`src/rtl/bcd_cnt_param.sv`:
```
// Parametrised cascadable N-digit packed-BCD up/down counter with clear, validated load and
// combinational terminal-count carry/borrow. Define BCDCNT_SAT_EN to hold at terminal count.
module bcd_cnt_param #(
  parameter int unsigned DIGITS = 3
) (
  input  logic                  clk,
  input  logic                  rst,
  input  logic                  clr,
  input  logic                  load,
  input  logic [4*DIGITS-1:0]   load_val,
  input  logic                  cin,
  input  logic                  dir,
  output logic [4*DIGITS-1:0]   q,
  output logic                  cout,
  output logic                  load_err
);

  logic [4*DIGITS-1:0] q_q, q_d;
  logic                err_q, err_d;
  logic [4*DIGITS-1:0] step_val;
  logic [4*DIGITS-1:0] clamp_val;
  logic                clamp_hit;
  logic                all9, all0;
  logic                terminal;
  logic                sat_hold;

  // Ripple step across digits; chain carries the +1/-1 into the next digit.
  always_comb begin
    logic [3:0] dig;
    logic [3:0] ld;
    logic       chain;
    all9      = 1'b1;
    all0      = 1'b1;
    step_val  = q_q;
    clamp_val = load_val;
    clamp_hit = 1'b0;
    chain     = 1'b1;
    for (int i = 0; i < int'(DIGITS); i++) begin
      dig = q_q[4*i +: 4];
      ld  = load_val[4*i +: 4];
      if (dig != 4'd9) all9 = 1'b0;
      if (dig != 4'd0) all0 = 1'b0;
      if (chain) begin
        if (dir) begin
          if (dig == 4'd9) begin
            step_val[4*i +: 4] = 4'd0;
          end else begin
            step_val[4*i +: 4] = dig + 4'd1;
            chain = 1'b0;
          end
        end else begin
          if (dig == 4'd0) begin
            step_val[4*i +: 4] = 4'd9;
          end else begin
            step_val[4*i +: 4] = dig - 4'd1;
            chain = 1'b0;
          end
        end
      end
      if (ld > 4'd9) begin
        clamp_val[4*i +: 4] = 4'd9;
        clamp_hit = 1'b1;
      end
    end
  end

  assign terminal = dir ? all9 : all0;

`ifdef BCDCNT_SAT_EN
  assign sat_hold = terminal;
`else
  assign sat_hold = 1'b0;
`endif

  always_comb begin
    q_d   = q_q;
    err_d = 1'b0;
    if (clr) begin
      q_d = '0;
    end else if (load) begin
      q_d   = clamp_val;
      err_d = clamp_hit;
    end else if (cin && !sat_hold) begin
      q_d = step_val;
    end
  end

  always_ff @(posedge clk or negedge rst) begin
    if (!rst) begin
      q_q   <= '0;
      err_q <= 1'b0;
    end else begin
      q_q   <= q_d;
      err_q <= err_d;
    end
  end

  assign q        = q_q;
  assign load_err = err_q;
  assign cout     = rst & cin & ~clr & ~load & terminal;

endmodule
```
`config.mk`:
```
export PLATFORM = sky130hd
export DESIGN_NAME = bcd_cnt_param
export DESIGN_NICKNAME = d
export VERILOG_FILES = /design/src/rtl/bcd_cnt_param.sv
export SDC_FILE = /design/constraint.sdc
export NUM_CORES = 1
export LEC_CHECK = 0
export BUFFER_PORTS_ARGS = -buffer_cell sky130_fd_sc_hd__clkbuf_2
export CAP_MARGIN = 20
export CORE_MARGIN = 1.5
export CORE_UTILIZATION = 55
export CTS_CLUSTER_DIAMETER = 80
export DETAILED_ROUTE_END_ITERATION = 8
export PLACE_DENSITY = 0.89
export SLEW_MARGIN = 20
export SYNTH_ARGS = -nofsm -noshare
export SYNTH_HDL_FRONTEND = slang
export SYNTH_SLANG_ARGS = --single-unit
export TNS_END_PERCENT = 50
```
`constraint.sdc`:
```
create_clock -name clk -period 5.8 [get_ports clk]
set_input_delay 0 -clock clk [delete_from_list [all_inputs] [get_ports clk]]
set_output_delay 0 -clock clk [all_outputs]
set_load 0.005 [all_outputs]
```
==> results.toml, run 1 <==
[floorplanning]
die_area_mm2 = 0.00283
start_util = 0.570
ioPinCount = 32
rows = 18
die_h_um = 53.2
die_x_um = 53.2
coreArea_mm2 = 0.00243

[power_and_ir_drop]
p_per_area_mw_per_mm2 = 176
internal-power_uw = 170
ir_drop_mv = 0.212
pwr-share-seq = 0.420
p_leak_uw = 0.000694
p_comb_frac = 0.366
sw_frac_of_total = 0.390
p_switching_uw = 109
power_uw = 279
clkPwrFrac = 0.214

[finish]
fillCellCount = 206
layout_commonest_cell = "clkbuf_2"
fin_area_mm2 = 0.00159
fin_nets = 223
drive_gt1_frac = 0.230
post-route-util = 0.653
final_cell_mix = "31 x clkbuf_2, 13 x inv_1, 13 x dfrtp_1"
seq_area_um2 = 325
multiInputGateArea_um2 = 945
area_growth_pct = 14.5
antenna_cells = 0

[detailed_routing]
maxUsedRoutingLayer = "met4"
dr.first_iter.drc_count = 78
met1_length_um = 1460
wl_met3_um = 409
avgViaCountPerCell = 6.67
first_pass_iters = 4
wl_met2_um = 1980
postRouteAntennaNets = 0
drc = 0
num_vias = 1508
wl_um = 3960
wl_per_cell_um = 17.5

[synthesis]
synth_enable_flop_cells = 0
synth_area_leader_cell = "dfrtp_1"
synth.net_count = 196
synth_cells = 170
yosysWarnings = 0
yosys_register_bits = 13
synth.distinct_cells = 57
synth_area_leaders = "dfrtp_1 23%, ha_1 7.2%, a31oi_1 3.6%"
ys_seq_area_frac = 0.235
synth_top_area_frac = 0.235
avgSynthCellArea_um2 = 8.15
synth_ff_type = "dfrtp_1"
syn_area_mm2 = 0.00139
synthArstFlopShare = 1.00

[cts]
htree_levels = 1
cts_max_path_buffers = 2
path_clk_slew_ns = 0.09
clock_latency_ns = 0.29
clockRootBuffer = "clkbuf_4"
cts_tree = "built"
cts.sinks = 13
cts-buffers-inserted = 3
post_cts_resized = 0

[placed_design]
hpwl_um = 2790
place_area_mm2 = 0.00151
dp_slack_ns = 3.74
gp_congestion = 0.883
portBuffers = 31

[grt]
antenna_found_initial = 0
grt_pass1_wl_um = 6260
grt_pass1_vias = 1326
grt_overflow_total = 0
track_usage = 0.306
grt_max_degree = 22

[timing]
worst_slack_ns = 3.69
slew_headroom = 0.591
finalHoldViolCount = 0
slew_viol_final = 0
finalSetupTns_ns = 0
setup_viol = 0
period_needed_ns = 2.11
fin_crit_sh = 0.364
max_freq_ghz = 0.474
grt_setup_unrepaired = "false"
final.setup_skew_ns = 0.00493
tightest_slew_ns = 0.604

[run_status]
status = "completed"

[setup_path]
worstReg2RegStart = "q[4]"
critPathRequiredTime_ns = 5.80
cp-end-kind = "output pin"
crit_arrival_ns = 2.11
critical_path_class = "register to output pin"
start_kind = "register"
crit_start = "q[4]"
cp_max_fo = 6

[run]
cap_violations = 0

[min_path]
min_path_type = "primary input to register"
min_from = "load_val[3]"
## worst max-delay path, cell delays in order (launching register included)
cell	delay (ns)
dfrtp_1	0.45
inv_1	0.15
ha_1	0.23
nor4b_1	0.53
nand3_1	0.14
a21oi_1	0.20
clkbuf_2	0.14
## synth_stat cells, drive strengths merged, types with 2 or more instances
| master | number |
|---|---|
| o211ai | 5 |
| a211o | 2 |
| nand3b | 3 |
| a21oi | 9 |
| o21ai | 10 |
| inv | 13 |
| and2 | 3 |
| nand2b | 5 |
| dfrtp | 13 |
| mux2i | 3 |
| nor4 | 3 |
| a31oi | 8 |
| nor2b | 4 |
| a221oi | 4 |
| nand4b | 3 |
| clkbuf | 9 |
| nand3 | 4 |
| xnor2 | 3 |
| nor3 | 2 |
| ha | 8 |
| nor3b | 3 |
| a211oi | 4 |
| nor4b | 2 |
| and3 | 2 |
| nor2 | 13 |
| or3b | 2 |
| nand2 | 5 |
| buf | 5 |
| o31ai | 2 |
## power by group through the flow
stage                     sequential [µW]  combinational, µW  clock [µW]
after global routing                  119                113        67.1
after detailed placement              118               96.9           0
final                                 117                102        59.7
after global placement                116               91.1           0
after CTS                             117                100        61.6
after floorplan                       107               76.7           0
## layout make-up
| cell class | instances | share of cell area |
|---|---|---|
| multi-input cells | 130 | 0.595 |
| flip-flops and latches | 13 | 0.205 |
| clock buffers | 4 | 0.0165 |
| repair buffers | 36 | 0.129 |
| inverters | 13 | 0.0307 |
| well taps | 30 | 0.0236 |
## kinds of logic (layout without fill, tap and decap cells)
family / after synthesis / count (layout) / share of synthesized area
AOI/OAI and AO/OA: 54 / 54 / 0.283
xor gates and xnor gates: 4 / 4 / 0.0253
adders and majority gates: 8 / 8 / 0.0722
buffers and inverters: 27 / 53 / 0.0839
DFF: 13 / 13 / 0.235
muxes: 4 / 4 / 0.0298
and+or+nand+nor: 60 / 60 / 0.271
## path summary, 6_finish.rpt
path,endpoint,slack [ns],depth (start not counted)
max,cout,3.69,6
min,q[1],0.02,4
min reg2reg,q[9],0.69,1
max in group asynchronous,q[6],5.38,2
max reg2reg,q[9],3.71,6
min in group asynchronous,q[3],0.15,2
## per-layer routing
metal,track usage,up-vias
met1,0.383,704
met5,0,-
met3,0.0989,14
met4,0.137,0
met2,0.475,102
li1,-,688
## stage by stage
step,hold WS (ns),cells
finish,0.0243,226
CTS,0.0210,226
global placement,-0.0731,217
global route,0.0140,226
floorplan,-0.296,170
detailed placement,-0.0692,217
## state kept, by name, summed over array words and instances, names as in the netlist
signal and cells:
q 12, load_err 1
## what timing repair did
item                                   CTS  global route
endpoints found under the hold margin   17             0
buffers inserted                         0             0
hold buffers                             5             0
Power figures use the tool's default switching activity.
==> run 2: changes to the inputs <==
--- a/config.mk
+++ b/config.mk
@@ -5,13 +5,14 @@
 export SDC_FILE = /design/constraint.sdc
 export NUM_CORES = 1
 export LEC_CHECK = 0
+export ABC_AREA = 1
 export BUFFER_PORTS_ARGS = -buffer_cell sky130_fd_sc_hd__clkbuf_2
 export CAP_MARGIN = 20
 export CORE_MARGIN = 1.5
-export CORE_UTILIZATION = 55
+export CORE_UTILIZATION = 53
 export CTS_CLUSTER_DIAMETER = 80
 export DETAILED_ROUTE_END_ITERATION = 8
-export PLACE_DENSITY = 0.89
+export PLACE_DENSITY = 0.87
 export SLEW_MARGIN = 20
 export SYNTH_ARGS = -nofsm -noshare
 export SYNTH_HDL_FRONTEND = slang
==> constraint.sdc (replaced) <==
create_clock -name clk -period 2.1 [get_ports clk]
set_input_delay 0 -clock clk [delete_from_list [all_inputs] [get_ports clk]]
set_output_delay 0 -clock clk [all_outputs]
set_load 0.005 [all_outputs]
==> run 2 against run 1 <==
Worst hold slack got worse by 0.017 ns. Utilization is 0.63 points higher. Synthesized area decreased by 4.0%. Critical path depth did not move. Combinational power grew to 3.6 times the previous value. Synthesized cell count rose by 29%. Sequential share of layout area grew 1.0 points. Setup slack worse by 3.4 ns. Cell count increased by 23%. Via count rose by 0.33%. Non-clock buffer count decreased by 4. Power rose to 3.1 times the previous value. Critical path type unchanged. Critical endpoint unchanged. Highest routed layer unchanged.
==> results.toml, run 2 <==
[synthesis]
synth-simple-area-share = 0.470
synth.distinct_cells = 24
synth_cells = 220
syn_area_mm2 = 0.00133
synth_ff_type = "dfrtp_1"
synth_common_cells = "75 x nand2_1, 29 x nand3_1, 24 x inv_1"
synth_compound_area_frac = 0.110
synth.area.mux_share = 0
synth_xor_xnor_area_share = 0
synth_top_area_frac = 0.244
ys_seq_area_frac = 0.244
yosysWarnings = 0
yosysMostFrequentCell = "nand2_1"
synth_area_leaders = "dfrtp_1 24%, nand2_1 21%, nand3_1 11%"
yosys_register_bits = 13
synth_top_family_by_area = "simple AND/OR/NAND/NOR gates"
synth_enable_flop_cells = 0
synth_adder_area_share = 0.0752
synth_area_leader_cell = "dfrtp_1"
synth.net_count = 246
synthArstFlopShare = 1.00
avgSynthCellArea_um2 = 6.05

[power_and_ir_drop]
p_leak_uw = 0.000854
internal-power_uw = 500
power_uw = 868
sw_frac_of_total = 0.424
pwr-share-seq = 0.387
clkPwrFrac = 0.190
p_comb_frac = 0.423
p_per_area_mw_per_mm2 = 573
ir_drop_mv = 0.385
p_switching_uw = 368

[setup_path]
critical_path_class = "register to output pin"
crit_start = "q[4]"
path_cells = "inv_1, ha_1, nand3_1, nor3_1, o21a_1, clkbuf_2"
slowest_delay_ns = 0.45
crit_buf_inv = 2
cp-end-kind = "output pin"
worstReg2RegStart = "q[4]"
start_kind = "register"
crit_arrival_ns = 1.76
critPathRequiredTime_ns = 2.10
critPathTopFamily = "flip-flops"
cp_max_fo = 6
cpMaxStageDelayCell = "dfrtp_1"

[cts]
cts_tree = "built"
path_clk_slew_ns = 0.08
post_cts_resized = 0
cts_setup_buffers = 0
cts-buffers-inserted = 3
clock_latency_ns = 0.29
cts.sinks = 13
clockRootBuffer = "clkbuf_4"
cts_max_path_buffers = 2
htree_levels = 1
cts_hold_buf = 1

[grt]
grt_max_degree = 16
grt_overflow_total = 0
antenna_found_initial = 0
track_usage = 0.262
grt_pass1_vias = 1289
grt_pass1_wl_um = 5390

[floorplanning]
die_x_um = 53.1
die_area_mm2 = 0.00282
die_h_um = 53.1
coreArea_mm2 = 0.00230
ioPinCount = 32
rows = 17
start_util = 0.580

[timing]
max_freq_ghz = 0.567
slew_headroom = 0.586
setup_viol = 0
fin_crit_sh = 0.840
finalHoldViolCount = 0
final.setup_skew_ns = 0.00245
slew_viol_final = 0
grt_setup_unrepaired = "false"
finalSetupTns_ns = 0
period_needed_ns = 1.76
tightest_slew_ns = 0.620

[finish]
area_growth_pct = 13.7
final_cell_mix = "75 x nand2_1, 31 x clkbuf_2, 29 x nand3_1"
largest_register_ffs = 12
drive_gt1_frac = 0.160
layout_commonest_cell = "nand2_1"
antenna_cells = 0
post-route-util = 0.659
fin_nets = 277

[detailed_routing]
wl_per_cell_um = 11.7
drc = 0
wl_um = 3250
postRouteAntennaNets = 0
first_pass_iters = 4
dr.first_iter.drc_count = 52
num_vias = 1513
avgViaCountPerCell = 5.44

[placed_design]
gp_congestion = 0.857
hpwl_um = 2500
portBuffers = 31

[run]
cap_violations = 0

[min_path]
min_from = "load_val[0]"
min_path_type = "primary input to register"

[run_status]
status = "completed"
## run 2: worst paths after layout
| kind | end | slack (ns) | cells past startpoint |
|---|---|---|---|
| min in group asynchronous | load_err | 0.15 | 2 |
| max in group asynchronous | q[9] | 1.69 | 2 |
| max reg2reg | q[11] | 0.50 | 8 |
| min | q[0] | 0.008 | 5 |
| min reg2reg | q[9] | 0.62 | 2 |
| max | cout | 0.34 | 6 |
## run 2: kinds of logic (layout without fill, tap and decap cells)
kind of cell,after synthesis,in the layout
and+or+nand+nor,141,141
buffers and inverters,30,60
AOI/OAI and AO/OA,28,28
DFF,13,13
adders and majority gates,8,8
## run 2: final cells by class
cell class                 instances  area, µm²
sequential                        13        325
fill                             241        783
multi-input combinational        177        872
timing repair buffer              32        165
clock buffer                       4       26.3
tap                               28       35.0
inverter                          24       90.1
## run 2: per-stage QoR
step	instance area (µm²)	instances	worst slack, ns	hold WS, ns
floorplan	1330	220	0.674	-0.296
global placement	1480	273	0.557	-0.0719
detailed placement	1480	273	0.537	-0.0647
CTS	1510	278	0.342	0.0102
global route	1510	278	0.226	0.0301
finish	1510	278	0.337	0.00763
## run 2: routing by layer
metal,vias up,global-route usage,share of wire
li1,778,-,-
met1,661,0.331,0.46
met2,63,0.442,0.45
met3,11,0.0424,0.070
met4,0,0.107,0.025
met5,-,0,0
## run 2: power by group through the flow
| stage | Combinational [µW] | Clock [µW] | Sequential [µW] |
|---|---|---|---|
| 2_1_floorplan | 266 | 0 | 327 |
| 3_3_place_gp | 358 | 0 | 338 |
| 3_5_place_dp | 364 | 0 | 340 |
| 4_1_cts | 367 | 167 | 335 |
| 5_1_grt | 424 | 177 | 344 |
| 6_report | 367 | 164 | 336 |
## run 2: worst register-to-register path, cell delays in order (launching register included)
cell and delay [ns]:
dfrtp_1 0.45, inv_1 0.18, ha_1 0.21, nand3_1 0.17, nand3_1 0.17, nand3_4 0.12, nor2_1 0.13, nand2_1 0.06
nand2_1 0.05
